--- config.mk ---
export PLATFORM = sky130hd
export DESIGN_NAME = imm_gen_pipe
export DESIGN_NICKNAME = d
export VERILOG_FILES = /design/src/rtl/imm_pkg.sv /design/src/rtl/skid_buf.sv /design/src/rtl/imm_gen_pipe.sv
export SDC_FILE = /design/constraint.sdc
export NUM_CORES = 1
export LEC_CHECK = 0
export BUFFER_PORTS_ARGS = -buffer_cell sky130_fd_sc_hd__buf_2
export CAP_MARGIN = 0
export CORE_MARGIN = 2
export CORE_UTILIZATION = 39
export CTS_CLUSTER_SIZE = 24
export DETAILED_ROUTE_END_ITERATION = 12
export PLACE_DENSITY = 0.64
export SYNTH_ARGS = -nofsm -noshare
export SYNTH_HDL_FRONTEND = slang
export SYNTH_SLANG_ARGS = --single-unit
--- constraint.sdc ---
create_clock -name clk -period 5.4 [get_ports clk]
set_input_delay 0.81 -clock clk [delete_from_list [all_inputs] [get_ports clk]]
set_output_delay 0.81 -clock clk [all_outputs]
set_load 0.02 [all_outputs]
--- src/rtl/imm_pkg.sv ---
// Shared definitions for the pipelined immediate generator.
//   imm_src_e  : format select encoding (IMM_I .. IMM_RSV)
//   constants  : XLEN / tag / instruction field widths
//   imm_decode : combinational immediate assembly, always returns a XLEN_MAX-wide
//                sign- or zero-extended value; callers truncate to their XLEN.
package imm_pkg;

  localparam int unsigned XLEN_DEFAULT  = 32;
  localparam int unsigned XLEN_MAX      = 64;
  localparam int unsigned TAG_W_DEFAULT = 8;
  localparam int unsigned IMM_IN_W      = 25;  // instr[31:7]
  localparam int unsigned IMM_SRC_W     = 3;

  typedef enum logic [IMM_SRC_W-1:0] {
    IMM_I     = 3'b000,
    IMM_S     = 3'b001,
    IMM_B     = 3'b010,
    IMM_U     = 3'b011,
    IMM_J     = 3'b100,
    IMM_Z     = 3'b101,
    IMM_SHAMT = 3'b110,
    IMM_RSV   = 3'b111
  } imm_src_e;

  // instr[k] here is original instruction bit k+7. Extending to XLEN_MAX and
  // truncating later is equivalent to extending straight to XLEN.
  function automatic logic [XLEN_MAX-1:0] imm_decode(input logic [IMM_IN_W-1:0] instr,
                                                     input logic [IMM_SRC_W-1:0] src,
                                                     input logic xlen64);
    logic [XLEN_MAX-1:0] imm;
    imm = '0;
    case (imm_src_e'(src))
      IMM_I:     imm = {{52{instr[24]}}, instr[24:13]};
      IMM_S:     imm = {{52{instr[24]}}, instr[24:18], instr[4:0]};
      IMM_B:     imm = {{51{instr[24]}}, instr[24], instr[0], instr[23:18], instr[4:1], 1'b0};
      IMM_U:     imm = {{32{instr[24]}}, instr[24:5], 12'h000};
      IMM_J:     imm = {{43{instr[24]}}, instr[24], instr[12:5], instr[13], instr[23:14],
                        1'b0};
      IMM_Z:     imm = {59'd0, instr[12:8]};
      // RV64 shift amounts carry one extra bit
      IMM_SHAMT: imm = xlen64 ? {58'd0, instr[18:13]} : {59'd0, instr[17:13]};
      default:   imm = '0;
    endcase
    return imm;
  endfunction

endpackage

--- src/rtl/skid_buf.sv ---
// Two-entry FIFO skid buffer with a registered ready.
//   clk_i / rst_i       : clock, synchronous active-high reset
//   flush_i             : drop all held entries; a same-cycle push is ignored
//   in_valid_i/in_ready_o/in_data_i    : upstream handshake and payload
//   out_valid_o/out_ready_i/out_data_o : downstream handshake and payload
// in_ready_o comes straight from a flop, so a push while full is never possible;
// two entries still sustain one transfer per cycle.
module skid_buf #(
  parameter int unsigned Width = 8
) (
  input  logic             clk_i,
  input  logic             rst_i,
  input  logic             flush_i,
  input  logic             in_valid_i,
  output logic             in_ready_o,
  input  logic [Width-1:0] in_data_i,
  output logic             out_valid_o,
  input  logic             out_ready_i,
  output logic [Width-1:0] out_data_o
);

  logic [Width-1:0] mem_q [2];
  logic             wr_ptr_q, rd_ptr_q;
  logic [1:0]       count_q, count_d;
  logic             in_ready_q;
  logic             push, pop;

  assign in_ready_o  = in_ready_q;
  assign out_valid_o = (count_q != 2'd0);
  // Empty buffer presents zeros so the idle/reset output is well defined.
  assign out_data_o  = out_valid_o ? mem_q[rd_ptr_q] : '0;

  assign push = in_valid_i & in_ready_q & ~flush_i;
  assign pop  = out_valid_o & out_ready_i;

  always_comb begin
    count_d = count_q;
    if (flush_i) begin
      count_d = 2'd0;
    end else begin
      case ({push, pop})
        2'b10:   count_d = count_q + 2'd1;
        2'b01:   count_d = count_q - 2'd1;
        default: count_d = count_q;
      endcase
    end
  end

  always_ff @(posedge clk_i) begin
    if (rst_i) begin
      count_q    <= 2'd0;
      wr_ptr_q   <= 1'b0;
      rd_ptr_q   <= 1'b0;
      in_ready_q <= 1'b1;
      mem_q[0]   <= '0;
      mem_q[1]   <= '0;
    end else begin
      count_q    <= count_d;
      in_ready_q <= (count_d != 2'd2);
      if (flush_i) begin
        wr_ptr_q <= 1'b0;
        rd_ptr_q <= 1'b0;
      end else begin
        if (push) begin
          mem_q[wr_ptr_q] <= in_data_i;
          wr_ptr_q        <= ~wr_ptr_q;
        end
        if (pop) begin
          rd_ptr_q <= ~rd_ptr_q;
        end
      end
    end
  end

endmodule

--- src/rtl/imm_gen_pipe.sv ---
// Pipelined RISC-V immediate generator with valid/ready handshakes.
//   clk, rst (sync active-high), flush
//   in_valid/in_ready, imm_in (instr[31:7]), imm_src, tag_in : request side
//   out_valid/out_ready, imm_out, tag_out, illegal           : result side
// Decode is combinational into a 2-entry skid buffer; every output comes from
// buffer registers, so there is no combinational imm_in -> imm_out path.
module imm_gen_pipe
  import imm_pkg::*;
#(
  parameter int unsigned XLEN  = XLEN_DEFAULT,
  parameter int unsigned TAG_W = TAG_W_DEFAULT
) (
  input  logic                 clk,
  input  logic                 rst,
  input  logic                 flush,
  input  logic                 in_valid,
  output logic                 in_ready,
  input  logic [IMM_IN_W-1:0]  imm_in,
  input  logic [IMM_SRC_W-1:0] imm_src,
  input  logic [TAG_W-1:0]     tag_in,
  output logic                 out_valid,
  input  logic                 out_ready,
  output logic [XLEN-1:0]      imm_out,
  output logic [TAG_W-1:0]     tag_out,
  output logic                 illegal
);

  localparam int unsigned PayloadW = XLEN + TAG_W + 1;

  logic [XLEN-1:0]     imm_dec;
  logic                ill_dec;
  logic [PayloadW-1:0] in_payload, out_payload;

  assign imm_dec    = XLEN'(imm_decode(imm_in, imm_src, XLEN == 64));
  assign ill_dec    = (imm_src == IMM_RSV);
  assign in_payload = {imm_dec, tag_in, ill_dec};

  skid_buf #(
    .Width(PayloadW)
  ) u_skid_buf (
    .clk_i      (clk),
    .rst_i      (rst),
    .flush_i    (flush),
    .in_valid_i (in_valid),
    .in_ready_o (in_ready),
    .in_data_i  (in_payload),
    .out_valid_o(out_valid),
    .out_ready_i(out_ready),
    .out_data_o (out_payload)
  );

  assign {imm_out, tag_out, illegal} = out_payload;

endmodule

==> results of run 1 <==
where the power goes:
part	internal [mW]	switching [mW]	total, mW	leakage (nW)
Sequential	0.783	0.0113	0.794	0.895
Clock	0.358	0.262	0.621	0.135
Combinational	0.0508	0.0971	0.148	0.922
worst max-delay path, delay by kind of cell:
kind / cells / cell delay (ps)
AND/OR/NAND/NOR: 3 / 1930
buffers and inverters: 1 / 140
metrics by stage:
stage | utilization (%) | hold WS [ps] | setup WS [ps]
after floorplan | - | 507 | 1840
after CTS | 47.4 | 595 | 2480
after global placement | 44.7 | 554 | 2210
after global routing | 47.4 | 639 | 2340
after detailed placement | 44.7 | 580 | 2130
final | 47.4 | 584 | 2460
layout make-up:
type	count	area, um^2
repair buffers	85	430
clock buffers	9	225
multi-input cells	254	1680
clock inverters	7	71.3
fillers	1030	5750
inverters	5	18.8
flip-flops and latches	88	2580
well taps	140	175
registers in the layout, indices dropped and copies added, names as in the netlist, named ones only:
name,count
u_skid_buf.count_q,2
u_skid_buf.in_ready_o,1
u_skid_buf.rd_ptr_q,1
u_skid_buf.mem_q,82
u_skid_buf.wr_ptr_q,1
cells by family (layout without fill, tap and decap cells):
| logic type | Yosys count | count (layout) | synth area share [%] |
|---|---|---|---|
| adders and majority gates | 2 | 2 | 0.537 |
| xor gates and xnor gates | 3 | 3 | 0.594 |
| and+or+nand+nor | 124 | 124 | 15.0 |
| muxes | 50 | 50 | 11.4 |
| buffers and inverters | 34 | 106 | 4.07 |
| DFF | 88 | 88 | 58.4 |
| AOI/OAI and AO/OA | 75 | 75 | 9.93 |
cell usage after synthesis, drive strengths merged, types with 2 or more instances:
library cell,instances
a21oi,39
a22oi,4
a31oi,16
and2,12
and3,16
buf,19
clkbuf,10
dfxtp,6
edfxtp,82
inv,4
mux2,4
mux2i,46
nand2,16
nand2b,2
nand3,3
nand4b,2
nor2,52
nor2b,3
nor3,5
nor3b,2
o21ai,4
o22ai,4
o32ai,4
or3,3
or4b,2
xnor2,2
worst min-delay path by stage:
stage               slack (ps)                    end                   from
CTS                        600    u_skid_buf.rd_ptr_q    u_skid_buf.rd_ptr_q
global route               640    u_skid_buf.rd_ptr_q    u_skid_buf.rd_ptr_q
floorplan                  510  u_skid_buf.count_q[1]  u_skid_buf.count_q[1]
finish                     580    u_skid_buf.rd_ptr_q    u_skid_buf.rd_ptr_q
global placement           550    u_skid_buf.rd_ptr_q    u_skid_buf.rd_ptr_q
detailed placement         580    u_skid_buf.rd_ptr_q    u_skid_buf.rd_ptr_q
routing by layer:
layer	track usage [%]	routed length, um	up-vias	part of all wire (%)
met5	0	0	-	0
met4	5.08	147	0	1.5
met3	3.90	738	11	7.4
met2	28.2	4890	112	49
met1	20.5	4260	1473	42
li1	-	-	1536	-
==> impl_metrics.yaml, run 1 <==
status:
  outcome: "complete, no violations"
setup_path:
  crit_chain: "buf_2, and4bb_2, nand2_2, nand2b_2"
  worstReg2RegEnd: "u_skid_buf.mem_q[1][32]"
  cpPeakStageDelay_ps: 970
  cp_slowest_cell: "nand2b_2"
  ff2ff_path_depth: 3
  cp_max_fo: 41
  crit_path_start_kind: "input pin"
  worst-r2r-setup-slack_ps: 2770
  arrival_ps: 2900
  crit_type: "in -> reg"
  crit_end: "u_skid_buf.mem_q[1][32]"
  cp-end-kind: "register"
  cp_data_required_time_ps: 5360
  timing.rr.start: "u_skid_buf.in_ready_o"
  cp-startpoint: "rst"
layout:
  nets: 485
  layout_common_cells: "buf_2, edfxtp_1, nor2_1"
  syn2layout_area_growth_pct: 17.3
  final_layout_size_suffix_gt1_share_pct: 26.1
  antenna_cells: 0
  final-instance-count-excl-fill: 588
  final_common_cell: "buf_2"
  final_cell_area_mm2: 0.00519
detailed_routing:
  vias: 3132
  drt_iter0_drc: 137
  post_drt_wl_per_cell_um: 17.1
  drc: 0
  ant_nets: 0
  drt_first_pass_iters: 5
  vias_per_cell: 5.33
  routed_wl_um: 10000
logic_synthesis:
  synth_edf_count: 82
  ys_seq_area_share_pct: 58.4
  synth_area_leaders: "edfxtp_1, mux2i_1, a21oi_1"
  yosysWarnings: 0
  synth-main-ff-cell: "edfxtp_1"
  synth_area_per_cell_um2: 11.8
  synth-seq-cells: 88
  syn_inst: 376
  synth_top_cell_by_area: "edfxtp_1"
  synth.top_cell.area_share_pct: 55.7
  ys_types: 48
  syn_area_mm2: 0.00442
  async_flop_share_pct: 0
  syn_nets: 418
floorplanning:
  initial_core_util_pct: 40.4
  dieHeight_um: 110
  dieArea_mm2: 0.0122
  die_w_um: 110
  core_area_mm2: 0.0109
  num_rows: 38
  io_pins: 84
clock_tree:
  ctsResizeCount: 0
  holdBufCountCts: 0
  path_clk_slew_ps: 60
  clock-root-buffer: "clkbuf_16"
  numClockSinks: 88
  numCtsBuffers: 9
  cts_tree: "built"
  clk_latency_ps: 340
  htree_levels: 3
  cts_setup_buffers: 0
  clockBufferDepth: 2
global_route:
  grt_use_total_pct: 16.4
  grt_pass1_vias: 3120
  grt-ovfl-total: 0
  grt_pass1_wl_um: 15900
  antenna_found_initial: 0
  grt_max_degree: 43
timing:
  finalSetupViolCount: 0
  hold_viol: 0
  final_max_slew_viol_count: 0
  tightest_slew_ps: 1110
  final.period_utilization_pct: 54.4
  fin_crit_ps: 2940
  setup_tns_ps: 0
  rsz0062_at_grt: "no"
  fin_worst_skew_ps: 4.77
  slew_headroom_pct: 26.2
  fmax_mhz: 340
hold_path:
  holdPathStages: 2
  hp-class: "reg -> reg"
placement:
  dpl.cell_count: 572
  placed_cell_area_mm2: 0.00489
  hpwlAfterDp_um: 6520
  place_congestion: 0.727
  io_buffer_count: 83
pwr:
  peakVddDrop_mv: 0.162
  power_mw: 1.56
  powerDensity_mw_per_mm2: 301
  p_leak_nw: 1.95
run:
  cap_viol_max_count: 0
Power figures use the tool's default switching activity.
==> run 2, diff against run 1 <==
--- a/config.mk
+++ b/config.mk
@@ -11,7 +11,7 @@
 export CORE_UTILIZATION = 39
 export CTS_CLUSTER_SIZE = 24
 export DETAILED_ROUTE_END_ITERATION = 12
-export PLACE_DENSITY = 0.64
+export PLACE_DENSITY = 0.66
 export SYNTH_ARGS = -nofsm -noshare
 export SYNTH_HDL_FRONTEND = slang
 export SYNTH_SLANG_ARGS = --single-unit
==> constraint.sdc (replaced) <==
create_clock -name clk -period 2.7 [get_ports clk]
set_input_delay 0.405 -clock clk [delete_from_list [all_inputs] [get_ports clk]]
set_output_delay 0.405 -clock clk [all_outputs]
set_load 0.02 [all_outputs]
==> run 2 against run 1 <==
  * Hold slack lost 270 ps
  * Cell count up 0.85%
  * Register-to-register slack worse by 2100 ps
  * Via count increased by 2.9%
  * Critical endpoint is now imm_out[11]
  * Highest routed layer unchanged
==> impl_metrics.yaml, run 2 (synthesis results as in run 1) <==
global_route:
  grt_pass1_wl_um: 15800
  grt_use_total_pct: 16.2
  grt-ovfl-total: 0
  grt_max_degree: 42
  antenna_found_initial: 0
  grt_pass1_vias: 3195
setup_path:
  ff2ff_path_depth: 6
  crit_type: "reg -> out"
  cp_data_required_time_ps: 2300
  arrival_ps: 1820
  cp-end-kind: "output pin"
  crit_path_start_kind: "register"
  cp_max_fo: 26
timing:
  fin_crit_ps: 2230
  tightest_slew_ps: 731
  setup_tns_ps: 0
  final.period_utilization_pct: 82.4
  hold_ws_ps: 315
  hold_viol: 0
  fin_worst_skew_ps: 4.75
  fmax_mhz: 449
  final_max_slew_viol_count: 0
  slew_headroom_pct: 51.1
  rsz0062_at_grt: "no"
  finalSetupViolCount: 0
layout:
  largest_reg_flops: 82
  layout_common_cells: "buf_2, edfxtp_1, nor2_1"
  nets: 490
  largest_register: "u_skid_buf.mem_q"
  final_common_cell: "buf_2"
  reg_top3: "u_skid_buf.mem_q (82), u_skid_buf.count_q (2)"
  final_layout_size_suffix_gt1_share_pct: 27.4
  syn2layout_area_growth_pct: 19.0
  antenna_cells: 0
floorplanning:
  io_pins: 84
  num_rows: 38
  die_w_um: 110
  dieHeight_um: 110
  core_area_mm2: 0.0109
  initial_core_util_pct: 40.4
  dieArea_mm2: 0.0122
detailed_routing:
  ant_nets: 0
  routed_wl_um: 9960
  drc: 0
  post_drt_wl_per_cell_um: 16.8
  vias_per_cell: 5.43
  drt_first_pass_iters: 5
  vias: 3222
  drt_iter0_drc: 184
clock_tree:
  path_clk_slew_ps: 70
  numCtsBuffers: 9
  clock-root-buffer: "clkbuf_16"
  htree_levels: 3
  clockBufferDepth: 2
  cts_setup_buffers: 0
  clk_latency_ps: 330
  holdBufCountCts: 0
  numClockSinks: 88
  ctsResizeCount: 0
  cts_tree: "built"
placement:
  hpwlAfterDp_um: 6660
  place_congestion: 0.772
  io_buffer_count: 83
pwr:
  power_mw: 3.19
  powerDensity_mw_per_mm2: 605
  p_leak_nw: 1.99
  peakVddDrop_mv: 0.336
status:
  outcome: "complete, no violations"
hold_path:
  holdPathStages: 2
  hp-class: "in -> reg"
run:
  cap_viol_max_count: 0
==> run 2: changes by cell type in the layout (fill, tap and decap cells not counted) <==
cell	delta
inv_8	+2
clkinvlp_4	-1
inv_6	+1
clkinv_1	-2
buf_12	+2
buf_4	+3
==> run 2: where the power goes <==
part / internal [mW] / total [mW] / switching, mW
clock network: 0.740 / 1.29 / 0.552
registers: 1.56 / 1.59 / 0.0238
logic: 0.108 / 0.306 / 0.198
total: 2.41 / 3.19 / 0.773
==> run 2: critical path, stage by stage (launching register included) <==
cell and delay, ps:
dfxtp_1 390, nor2_4 600, buf_4 280, nor2_1 50
buf_2 160
==> run 2: cell type report <==
type                            count  area, um^2
Clock buffer                        9         225
Sequential cell                    88        2580
Timing Repair Buffer               90         493
Inverter                            5        18.8
Fill cell                         995        5670
Multi-Input combinational cell    254        1680
Clock inverter                      7        87.6
Tap cell                          140         175
==> run 2: per-layer routing <==
metal  up-vias  routed length (um)  track usage [%]  part of all wire (%)
met4         0                  80             5.92                  0.80
met3         6                 595             2.80                   6.0
met2       115                4750             27.6                    48
met1      1553                4530             20.8                    46
met5         -                   0                0                     0
li1       1548                   -                -                     -
==> run 2: per-stage QoR <==
step / utilization, % / area, um^2 / cells / setup slack [ps]
6_report: 48.1 / 5270 / 593 / 475
2_1_floorplan: - / 4430 / 376 / 324
5_1_grt: 48.1 / 5270 / 593 / 326
3_3_place_gp: 45.3 / 4950 / 577 / 615
3_5_place_dp: 45.3 / 4950 / 577 / 567
4_1_cts: 48.1 / 5270 / 593 / 450
==> run 2: worst paths after layout <==
kind              slack (ps)             startpoint                     to
setup / recovery         470  u_skid_buf.count_q[0]            imm_out[11]
hold / removal           310                  flush               register
setup reg to reg         720  u_skid_buf.in_ready_o  u_skid_buf.in_ready_o
hold reg to reg          580  u_skid_buf.count_q[0]  u_skid_buf.count_q[0]
